## config.mk

```make
export PLATFORM = sky130hd
export DESIGN_NAME = ghr_ckpt
export DESIGN_NICKNAME = d
export VERILOG_FILES = /design/src/rtl/ghr_ckpt.sv
export SDC_FILE = /design/constraint.sdc
export NUM_CORES = 1
export LEC_CHECK = 0
export BUFFER_PORTS_ARGS = -buffer_cell sky130_fd_sc_hd__buf_4
export CORE_MARGIN = 5
export CORE_UTILIZATION = 45
export CTS_BUF_LIST = sky130_fd_sc_hd__clkbuf_4 sky130_fd_sc_hd__clkbuf_8
export CTS_CLUSTER_SIZE = 14
export DETAILED_ROUTE_END_ITERATION = 6
export GPL_ROUTABILITY_DRIVEN = 0
export HOLD_SLACK_MARGIN = 0.03
export PLACE_DENSITY = 0.67
export SYNTH_ARGS = -nofsm -noshare
export SYNTH_HDL_FRONTEND = slang
export SYNTH_SLANG_ARGS = --single-unit
```

## constraint.sdc

```tcl
create_clock -name clk -period 2.42 [get_ports clk]
set_clock_uncertainty 0.2 [all_clocks]
set_input_delay 0.242 -clock clk [delete_from_list [all_inputs] [get_ports clk]]
set_output_delay 0.242 -clock clk [all_outputs]
set_load 0.02 [all_outputs]
```

## src/rtl/ghr_ckpt.sv

```systemverilog
// ghr_ckpt: speculative global branch history with per-branch checkpoints.
//
// Each predicted conditional branch pushes the pre-update history into a
// circular checkpoint buffer and shifts its predicted direction into the
// speculative history. Branches resolve oldest-first. A correct resolve
// retires the oldest checkpoint. A mispredict rebuilds the history from that
// checkpoint plus the actual direction, and flushes every in-flight checkpoint.
//
// Ports:
//   clk                 rising-edge clock
//   reset               synchronous, active-high reset
//   spec_valid          a conditional branch was predicted this cycle
//   spec_taken          predicted direction (1 = taken)
//   spec_ready          push is accepted this cycle (combinational)
//   ckpt_id             slot that the branch pushed this cycle is assigned to
//   resolve_valid       the oldest in-flight branch resolves this cycle
//   resolve_mispredict  the resolved direction differs from the prediction
//   resolve_taken       actual direction of the resolved branch
//   history             speculative global history, bit 0 = newest outcome
//   count               number of in-flight checkpoints
//   full / empty        count == DEPTH / count == 0
module ghr_ckpt #(
    parameter int unsigned HIST_W = 10,
    parameter int unsigned DEPTH  = 8,
    parameter int unsigned IDX_W  = $clog2(DEPTH)
) (
    input  logic              clk,
    input  logic              reset,
    input  logic              spec_valid,
    input  logic              spec_taken,
    output logic              spec_ready,
    output logic [IDX_W-1:0]  ckpt_id,
    input  logic              resolve_valid,
    input  logic              resolve_mispredict,
    input  logic              resolve_taken,
    output logic [HIST_W-1:0] history,
    output logic [IDX_W:0]    count,
    output logic              full,
    output logic              empty
);

    localparam int unsigned CNT_W = IDX_W + 1;

    logic [HIST_W-1:0] buf_q [DEPTH];
    logic [HIST_W-1:0] history_q, history_d;
    logic [IDX_W-1:0]  head_q, head_d;
    logic [IDX_W-1:0]  tail_q, tail_d;
    logic [CNT_W-1:0]  count_q, count_d;

    logic resolve_act;
    logic mispredict;
    logic retire;
    logic push;

    assign full  = (count_q == CNT_W'(DEPTH));
    assign empty = (count_q == '0);

    // A resolve with nothing in flight is ignored entirely.
    assign resolve_act = resolve_valid && !empty;
    assign mispredict  = resolve_act && resolve_mispredict;
    assign retire      = resolve_act && !resolve_mispredict;

    // No bypass: a retire in the same cycle does not free a slot for a push.
    assign spec_ready = !full && !mispredict;
    assign push       = spec_valid && spec_ready;

    assign ckpt_id = tail_q;
    assign history = history_q;
    assign count   = count_q;

    always_comb begin
        history_d = history_q;
        head_d    = head_q;
        tail_d    = tail_q;
        count_d   = count_q;
        if (mispredict) begin
            history_d = {buf_q[head_q][HIST_W-2:0], resolve_taken};
            head_d    = '0;
            tail_d    = '0;
            count_d   = '0;
        end else begin
            if (push) begin
                history_d = {history_q[HIST_W-2:0], spec_taken};
                tail_d    = tail_q + IDX_W'(1);
            end
            if (retire) begin
                head_d = head_q + IDX_W'(1);
            end
            unique case ({push, retire})
                2'b10:   count_d = count_q + CNT_W'(1);
                2'b01:   count_d = count_q - CNT_W'(1);
                default: count_d = count_q;
            endcase
        end
    end

    always_ff @(posedge clk) begin
        if (reset) begin
            history_q <= '0;
            head_q    <= '0;
            tail_q    <= '0;
            count_q   <= '0;
        end else begin
            history_q <= history_d;
            head_q    <= head_d;
            tail_q    <= tail_d;
            count_q   <= count_d;
        end
    end

    // Snapshot storage needs no reset; slots are only read after being written.
    always_ff @(posedge clk) begin
        if (!reset && push) begin
            buf_q[tail_q] <= history_q;
        end
    end

endmodule

```

==> flow_summary.yaml, run 1 <==
synthesis:
  synth_area_leader_cell: "sky130_fd_sc_hd__edfxtp_1"
  synthesis.yosys.warnings: 0
  synth-edff-count: 72
  synth.avg_cell_area_um2: 17.07
  ys_async_sr_fraction_pct: 0
  synth.net_count: 239
  synth.top_cell.area_share_pct: 56.03
  post_synthesis_instance_total: 226
  synth_cell_type_count: 42
  ys_ff_latch: 95
  synth-seq-area-share_pct: 67.96
  post_synth_main_area_contributors: "sky130_fd_sc_hd__edfxtp_1, sky130_fd_sc_hd__dfxtp_1, sky130_fd_sc_hd__mux4_2"
  mappedNetlistArea_um2: 3859
  ys_dominant_reg_cell: "sky130_fd_sc_hd__edfxtp_1"
clocking:
  root_cell_of_the_clock_tree: "sky130_fd_sc_hd__clkbuf_8"
  cts.sink_count: 95
  clk_transition_reported_paths_ns: 0.09
  clockBufferDepth: 2
  tritoncts_buffers: 9
  htreeDepth: 3
  latest_clock_arrival_within_the_worst_skew_pair_ns: 0.35
  clock_tree_from_tritoncts: "built"
pwr:
  power_switching_share_pct: 28.62
  p_int_mw: 3.054
  power.sequential.fraction_pct: 47.5
  p_leak_nw: 1.663
  ir_drop_mv: 0.5669
  comb_power_share_pct: 26.5
  power_switching_mw: 1.225
  p_total_mw: 4.279
  power_per_standard_cell_area_nw_per_um2: 905.7
  clockPowerShare_pct: 26.1
global_routing:
  largest_net_degree_at_the_start_of_global_routing: 19
  global_route.usage.total_pct: 16.08
  number_of_antenna_violations_at_the_first_check_in_global_routing: 0
  overflow: 0
  first_pass_grt_wire_length_um: 12360
  first_global_vias: 2316
floorplanning:
  ios: 27
  die_h_um: 102.6
  placement_rows: 33
  fp.coreArea_um2: 8299
  die_x_um: 102.6
  dieArea_um2: 10530
  initial_core_utilization_pct: 46.49
final_layout:
  post_route_cells_drive_above_1_share_pct: 41.64
  ff_latch_area_um2: 2631
  fill_cells: 642
  antenna_cells_inserted: 0
  multiInputGateArea_um2: 1265
  mostFrequentLayoutCell: "sky130_fd_sc_hd__edfxtp_1"
  final_util_pct: 56.93
  mostFrequentLayoutCells: "sky130_fd_sc_hd__edfxtp_1, sky130_fd_sc_hd__buf_4, sky130_fd_sc_hd__dfxtp_1"
  total_nets_final: 301
  area_delta_synth_final_pct: 22.44
detailed_routing:
  route.vias.total: 2252
  drt_wl_total_um: 7671
  ant_nets: 0
  detail_route.drc_violations: 0
  wl_per_cell_um: 19.27
  drt_iter0_drc: 101
  first_pass_iters: 5
  vias_per_cell: 5.658
sta:
  grt_setup_unrepaired: "true"
  max_slew_violation_total_from_the_final_report: 0
  fin_crit_sh_pct: 98.35
  min_period_ns: 2.380
  tightest_slew_ns: 0.9057
  final_setup_violation_count: 0
  fmax_ghz: 0.4202
  finalHoldViolations: 0
  headroom_to_the_max_slew_limit_pct: 39.39
placed_design:
  port_buffers: 26
  dpl.hpwl_um: 5056
run:
  maxCapViolCount: 0
setup_path:
  timing.critical_path.max_delay_family: "simple AND/OR/NAND/NOR gates"
  crit_path_top_delay_cell: "sky130_fd_sc_hd__nor2_1"
  number_of_buffers_and_inverters_on_the_critical_path: 1
  critical_path.endpoint_type: "flip-flop"
  timing.critical_path.required_ns: 2.20
  path_cells: "o311ai_4 -> buf_4 -> nand4_1 -> nor2_1"
  path_max_fanout: 9
  critPathMaxStageDelay_ns: 0.77
  cp.arrival_ns: 2.16
  timing.critical_path.from_type: "flip-flop"
  worst-setup-path-type: "flip-flop to flip-flop"
outcome:
  run_status: "finished, final reports clean"
worst_hold_path:
  holdCritPathClass: "primary input to flip-flop"
[worst min-delay path: stages]
cell and delay (ns):
sky130_fd_sc_hd__buf_4 0.16, sky130_fd_sc_hd__nand3_1 0.09, sky130_fd_sc_hd__a311oi_2 0.09
[area by class of cell]
class	instances	share of cell area (%)
well taps	105	2.781
multi-input cells	117	26.77
clock inverters	7	2.013
repair buffers	60	9.719
flip-flops and latches	95	55.69
inverters	5	0.3972
clock buffers	9	2.622
[what timing repair did]
action                                 in CTS  in global routing
endpoints found under the hold margin       1                  0
buffers inserted                            1                  6
pin swaps                                   1                 12
hold buffers                                2                  0
setup endpoints to repair                   1                  2
gates resized for setup                     6                  9
[path summary, 6_finish.rpt]
kind                                              start                 endpoint  slack (ns)  cells past startpoint
worst max-delay path              count[2]$_SDFFE_PP0P_    buf_q[7][3]$_DFFE_PP_        0.04                      4
worst min-delay path                         spec_valid  history[0]$_SDFFE_PP0P_        0.08                      3
worst max register to register    count[2]$_SDFFE_PP0P_    buf_q[7][3]$_DFFE_PP_        0.04                      4
worst min register to register  history[9]$_SDFFE_PP0P_  history[9]$_SDFFE_PP0P_        0.30                      2
[state kept, by name, indices dropped and copies added, names as in the netlist, named ones only]
| signal | cells |
|---|---|
| buf_q | 72 |
| ckpt_id | 3 |
| count | 4 |
| head_q | 3 |
| history | 10 |
[Yosys cell counts (2+ instances only)]
master                     number
sky130_fd_sc_hd__buf_6          2
sky130_fd_sc_hd__nand4_1        2
sky130_fd_sc_hd__ha_1           5
sky130_fd_sc_hd__nor3b_1        2
sky130_fd_sc_hd__nand3_1        4
sky130_fd_sc_hd__nor2_1        21
sky130_fd_sc_hd__nand2_1       12
sky130_fd_sc_hd__nor4_1         2
sky130_fd_sc_hd__xor2_1         4
sky130_fd_sc_hd__a21oi_1        6
sky130_fd_sc_hd__clkbuf_1       2
sky130_fd_sc_hd__inv_2          2
sky130_fd_sc_hd__nor4b_4        2
sky130_fd_sc_hd__mux4_2        18
sky130_fd_sc_hd__dfxtp_1       23
sky130_fd_sc_hd__a32oi_1        9
sky130_fd_sc_hd__buf_2          4
sky130_fd_sc_hd__edfxtp_1      72
sky130_fd_sc_hd__inv_1          3
sky130_fd_sc_hd__a22oi_1        9
[per-layer routing]
metal	GRT usage, %	vias to the layer above	part of all wire (%)	routed length, um
li1	-	1038	-	-
met1	20.63	1110	42	3200
met2	25.17	90	48	3693
met3	5.751	14	8.1	619
met4	6.155	0	2.1	158
met5	0	-	0	0
[metrics by stage]
stage	cells	setup TNS [ns]	worst slack [ns]	hold WS, ns	area (um2)
2_1_floorplan	226	-0.1710	-0.1114	0.2388	3896
3_3_place_gp	373	0	0.04110	0.2865	4357
3_5_place_dp	373	-0.09619	-0.09619	0.2846	4357
4_1_cts	392	0	0.01318	0.06624	4644
5_1_grt	398	-0.3636	-0.06503	0.07211	4725
6_report	398	0	0.03991	0.07753	4725
[power by group through the flow]
| stage | Combinational (mW) | Clock, mW | Sequential, mW |
|---|---|---|---|
| 3_3_place_gp | 1.05 | 0 | 2.05 |
| 4_1_cts | 1.10 | 1.14 | 2.03 |
| 2_1_floorplan | 0.650 | 0 | 2.10 |
| 6_report | 1.13 | 1.11 | 2.03 |
| 5_1_grt | 1.23 | 1.21 | 2.05 |
| 3_5_place_dp | 1.06 | 0 | 2.06 |
[cell families (layout without fill, tap and decap cells)]
group,after synthesis,after routing,synth area share [%]
AOI/OAI and AO/OA,31,31,7.037
xor gates and xnor gates,5,5,1.135
adders and majority gates,6,6,2.140
buffers and inverters,14,81,1.881
DFF,95,95,67.96
muxes,19,19,10.77
and+or+nand+nor,56,56,9.079
Note: power is estimated with default switching activity, not from simulation.
==> run 2: changes to the inputs <==
--- a/config.mk
+++ b/config.mk
@@ -13,7 +13,7 @@
 export DETAILED_ROUTE_END_ITERATION = 6
 export GPL_ROUTABILITY_DRIVEN = 0
 export HOLD_SLACK_MARGIN = 0.03
-export PLACE_DENSITY = 0.67
+export PLACE_DENSITY = 0.64
 export SYNTH_ARGS = -nofsm -noshare
 export SYNTH_HDL_FRONTEND = slang
 export SYNTH_SLANG_ARGS = --single-unit
==> constraint.sdc (replaced) <==
create_clock -name clk -period 2.4 [get_ports clk]
set_clock_uncertainty 0.2 [all_clocks]
set_input_delay 0.24 -clock clk [delete_from_list [all_inputs] [get_ports clk]]
set_output_delay 0.24 -clock clk [all_outputs]
set_load 0.02 [all_outputs]
==> run 2 against run 1 <==
Net effect:
- the flow now finishes with violations (setup timing)
- cell count decreased by 0.75%
- sequential power about the same
- worst setup slack got worse by 0.076 ns
- first-iteration DRC count increased by 43%
- critical endpoint is now count[1]$_SDFFE_PP0P_
- via count decreased by 2.4%
- global-route usage about the same
- hold slack about the same
- sequential share of layout area increased by 0.35 points
- non-clock buffer count decreased by 3
==> flow_summary.yaml, run 2 (synthesized netlist as in run 1, its figures left out) <==
setup_path:
  cp.arrival_ns: 2.47
  critical_path.startpoint: "count[0]$_SDFFE_PP0P_"
  timing.rr.start: "count[0]$_SDFFE_PP0P_"
  timing.critical_path.required_ns: 2.44
  worst-setup-path-type: "flip-flop to flip-flop"
  path_max_fanout: 4
  timing.critical_path.from_type: "flip-flop"
  critical_path.endpoint_type: "flip-flop"
floorplanning:
  die_h_um: 102.6
  placement_rows: 33
  initial_core_utilization_pct: 46.49
  fp.coreArea_um2: 8299
  ios: 27
  dieArea_um2: 10530
  die_x_um: 102.6
sta:
  tightest_slew_ns: 0.5711
  finalHoldViolations: 0
  min_period_ns: 2.436
  fmax_ghz: 0.4106
  final_setup_violation_count: 3
  max_slew_violation_total_from_the_final_report: 0
  grt_setup_unrepaired: "true"
  headroom_to_the_max_slew_limit_pct: 61.88
  fin_crit_sh_pct: 101.5
  layout_setup_ws_ns: -0.03566
clocking:
  clockBufferDepth: 2
  latest_clock_arrival_within_the_worst_skew_pair_ns: 0.36
  root_cell_of_the_clock_tree: "sky130_fd_sc_hd__clkbuf_8"
  clock_tree_from_tritoncts: "built"
  clk_transition_reported_paths_ns: 0.09
  tritoncts_buffers: 9
  htreeDepth: 3
  cts.sink_count: 95
detailed_routing:
  drt_iter0_drc: 144
  ant_nets: 0
  drt_wl_total_um: 7876
  wl_per_cell_um: 19.94
  first_pass_iters: 4
  route.vias.total: 2197
  detail_route.drc_violations: 0
  vias_per_cell: 5.562
outcome:
  failed_checks: "setup timing"
  run_status: "finished with violations"
placed_design:
  port_buffers: 26
  dpl.hpwl_um: 5057
  dpl_worst_slack_ns: -0.01825
final_layout:
  final_util_pct: 56.66
  fill_cells: 671
  area_delta_synth_final_pct: 21.85
  multiInputGateArea_um2: 1284
  ff_latch_area_um2: 2635
  max_flop_register: "buf_q"
  largest_reg_flops: 72
  post_route_cells_drive_above_1_share_pct: 42.41
  antenna_cells_inserted: 0
  mostFrequentLayoutCell: "sky130_fd_sc_hd__edfxtp_1"
  total_nets_final: 298
  mostFrequentLayoutCells: "sky130_fd_sc_hd__edfxtp_1, sky130_fd_sc_hd__buf_4, sky130_fd_sc_hd__dfxtp_1"
worst_hold_path:
  holdCritPathClass: "primary input to flip-flop"
  hold_start: "spec_valid"
pwr:
  p_leak_nw: 1.631
  power_per_standard_cell_area_nw_per_um2: 889.4
  ir_drop_mv: 0.4036
global_routing:
  number_of_antenna_violations_at_the_first_check_in_global_routing: 0
  largest_net_degree_at_the_start_of_global_routing: 19
  global_route.usage.total_pct: 16.06
  first_pass_grt_wire_length_um: 12280
  first_global_vias: 2260
  overflow: 0
run:
  maxCapViolCount: 0
run 2: layout make-up:
type / count / share of cell area (%)
clock buffer: 11 / 2.954
clock inverter: 5 / 0.8781
inverter: 5 / 0.3991
multi-input combinational: 117 / 27.30
sequential: 95 / 56.04
tap: 105 / 2.794
timing repair buffer: 57 / 9.633
run 2: critical path, stage by stage (launching register included):
cell	delay, ns
sky130_fd_sc_hd__dfxtp_4	0.37
sky130_fd_sc_hd__or4b_4	0.57
sky130_fd_sc_hd__nand3_4	0.13
sky130_fd_sc_hd__ha_4	0.18
sky130_fd_sc_hd__buf_6	0.10
sky130_fd_sc_hd__inv_1	0.04
sky130_fd_sc_hd__fa_2	0.51
sky130_fd_sc_hd__nor2_1	0.04
sky130_fd_sc_hd__a21oi_1	0.11
sky130_fd_sc_hd__nor2_1	0.05
run 2: where the power goes:
group	switching (mW)	leakage, nW	internal, mW	total [mW]
logic	0.583	0.687	0.565	1.15
clock network	0.571	0.0874	0.410	0.981
registers	0.125	0.857	1.93	2.05
total	1.28	1.63	2.90	4.18
run 2: final timing paths:
| kind | to | slack, ns | depth (start not counted) |
|---|---|---|---|
| worst max-delay path | count[1]$_SDFFE_PP0P_ | -0.04 | 9 |
| worst min register to register | ckpt_id[0]$_SDFFE_PP0P_ | 0.32 | 2 |
| worst max register to register | count[1]$_SDFFE_PP0P_ | -0.04 | 9 |
| worst min-delay path | history[0]$_SDFFE_PP0P_ | 0.08 | 3 |
run 2: per-layer routing:
layer  GRT usage (%)  up-vias  share of wire, %
met5               0        -                 0
met4           6.963        0               1.9
met3           2.774       12               3.0
met2           25.22       34                49
met1           22.14     1127                46
li1                -     1024                 -
run 2: repair_timing:
action,in CTS,in global routing
pin swaps,1,9
hold endpoints to repair,1,0
gates resized for setup,1,14
setup buffers,1,4
endpoints found under the setup margin,1,30
hold buffers,2,0
run 2: through the flow:
step	total power, mW	instances	hold slack, ns	area [um2]	setup TNS [ns]
3_5_place_dp	3.177	372	0.2997	4403	-0.01825
2_1_floorplan	2.799	226	0.2368	3938	-0.03449
6_report	4.182	395	0.07720	4702	-0.05186
3_3_place_gp	3.148	372	0.2872	4403	0
5_1_grt	4.363	395	0.07059	4702	-0.3143
4_1_cts	4.148	391	0.06537	4613	0
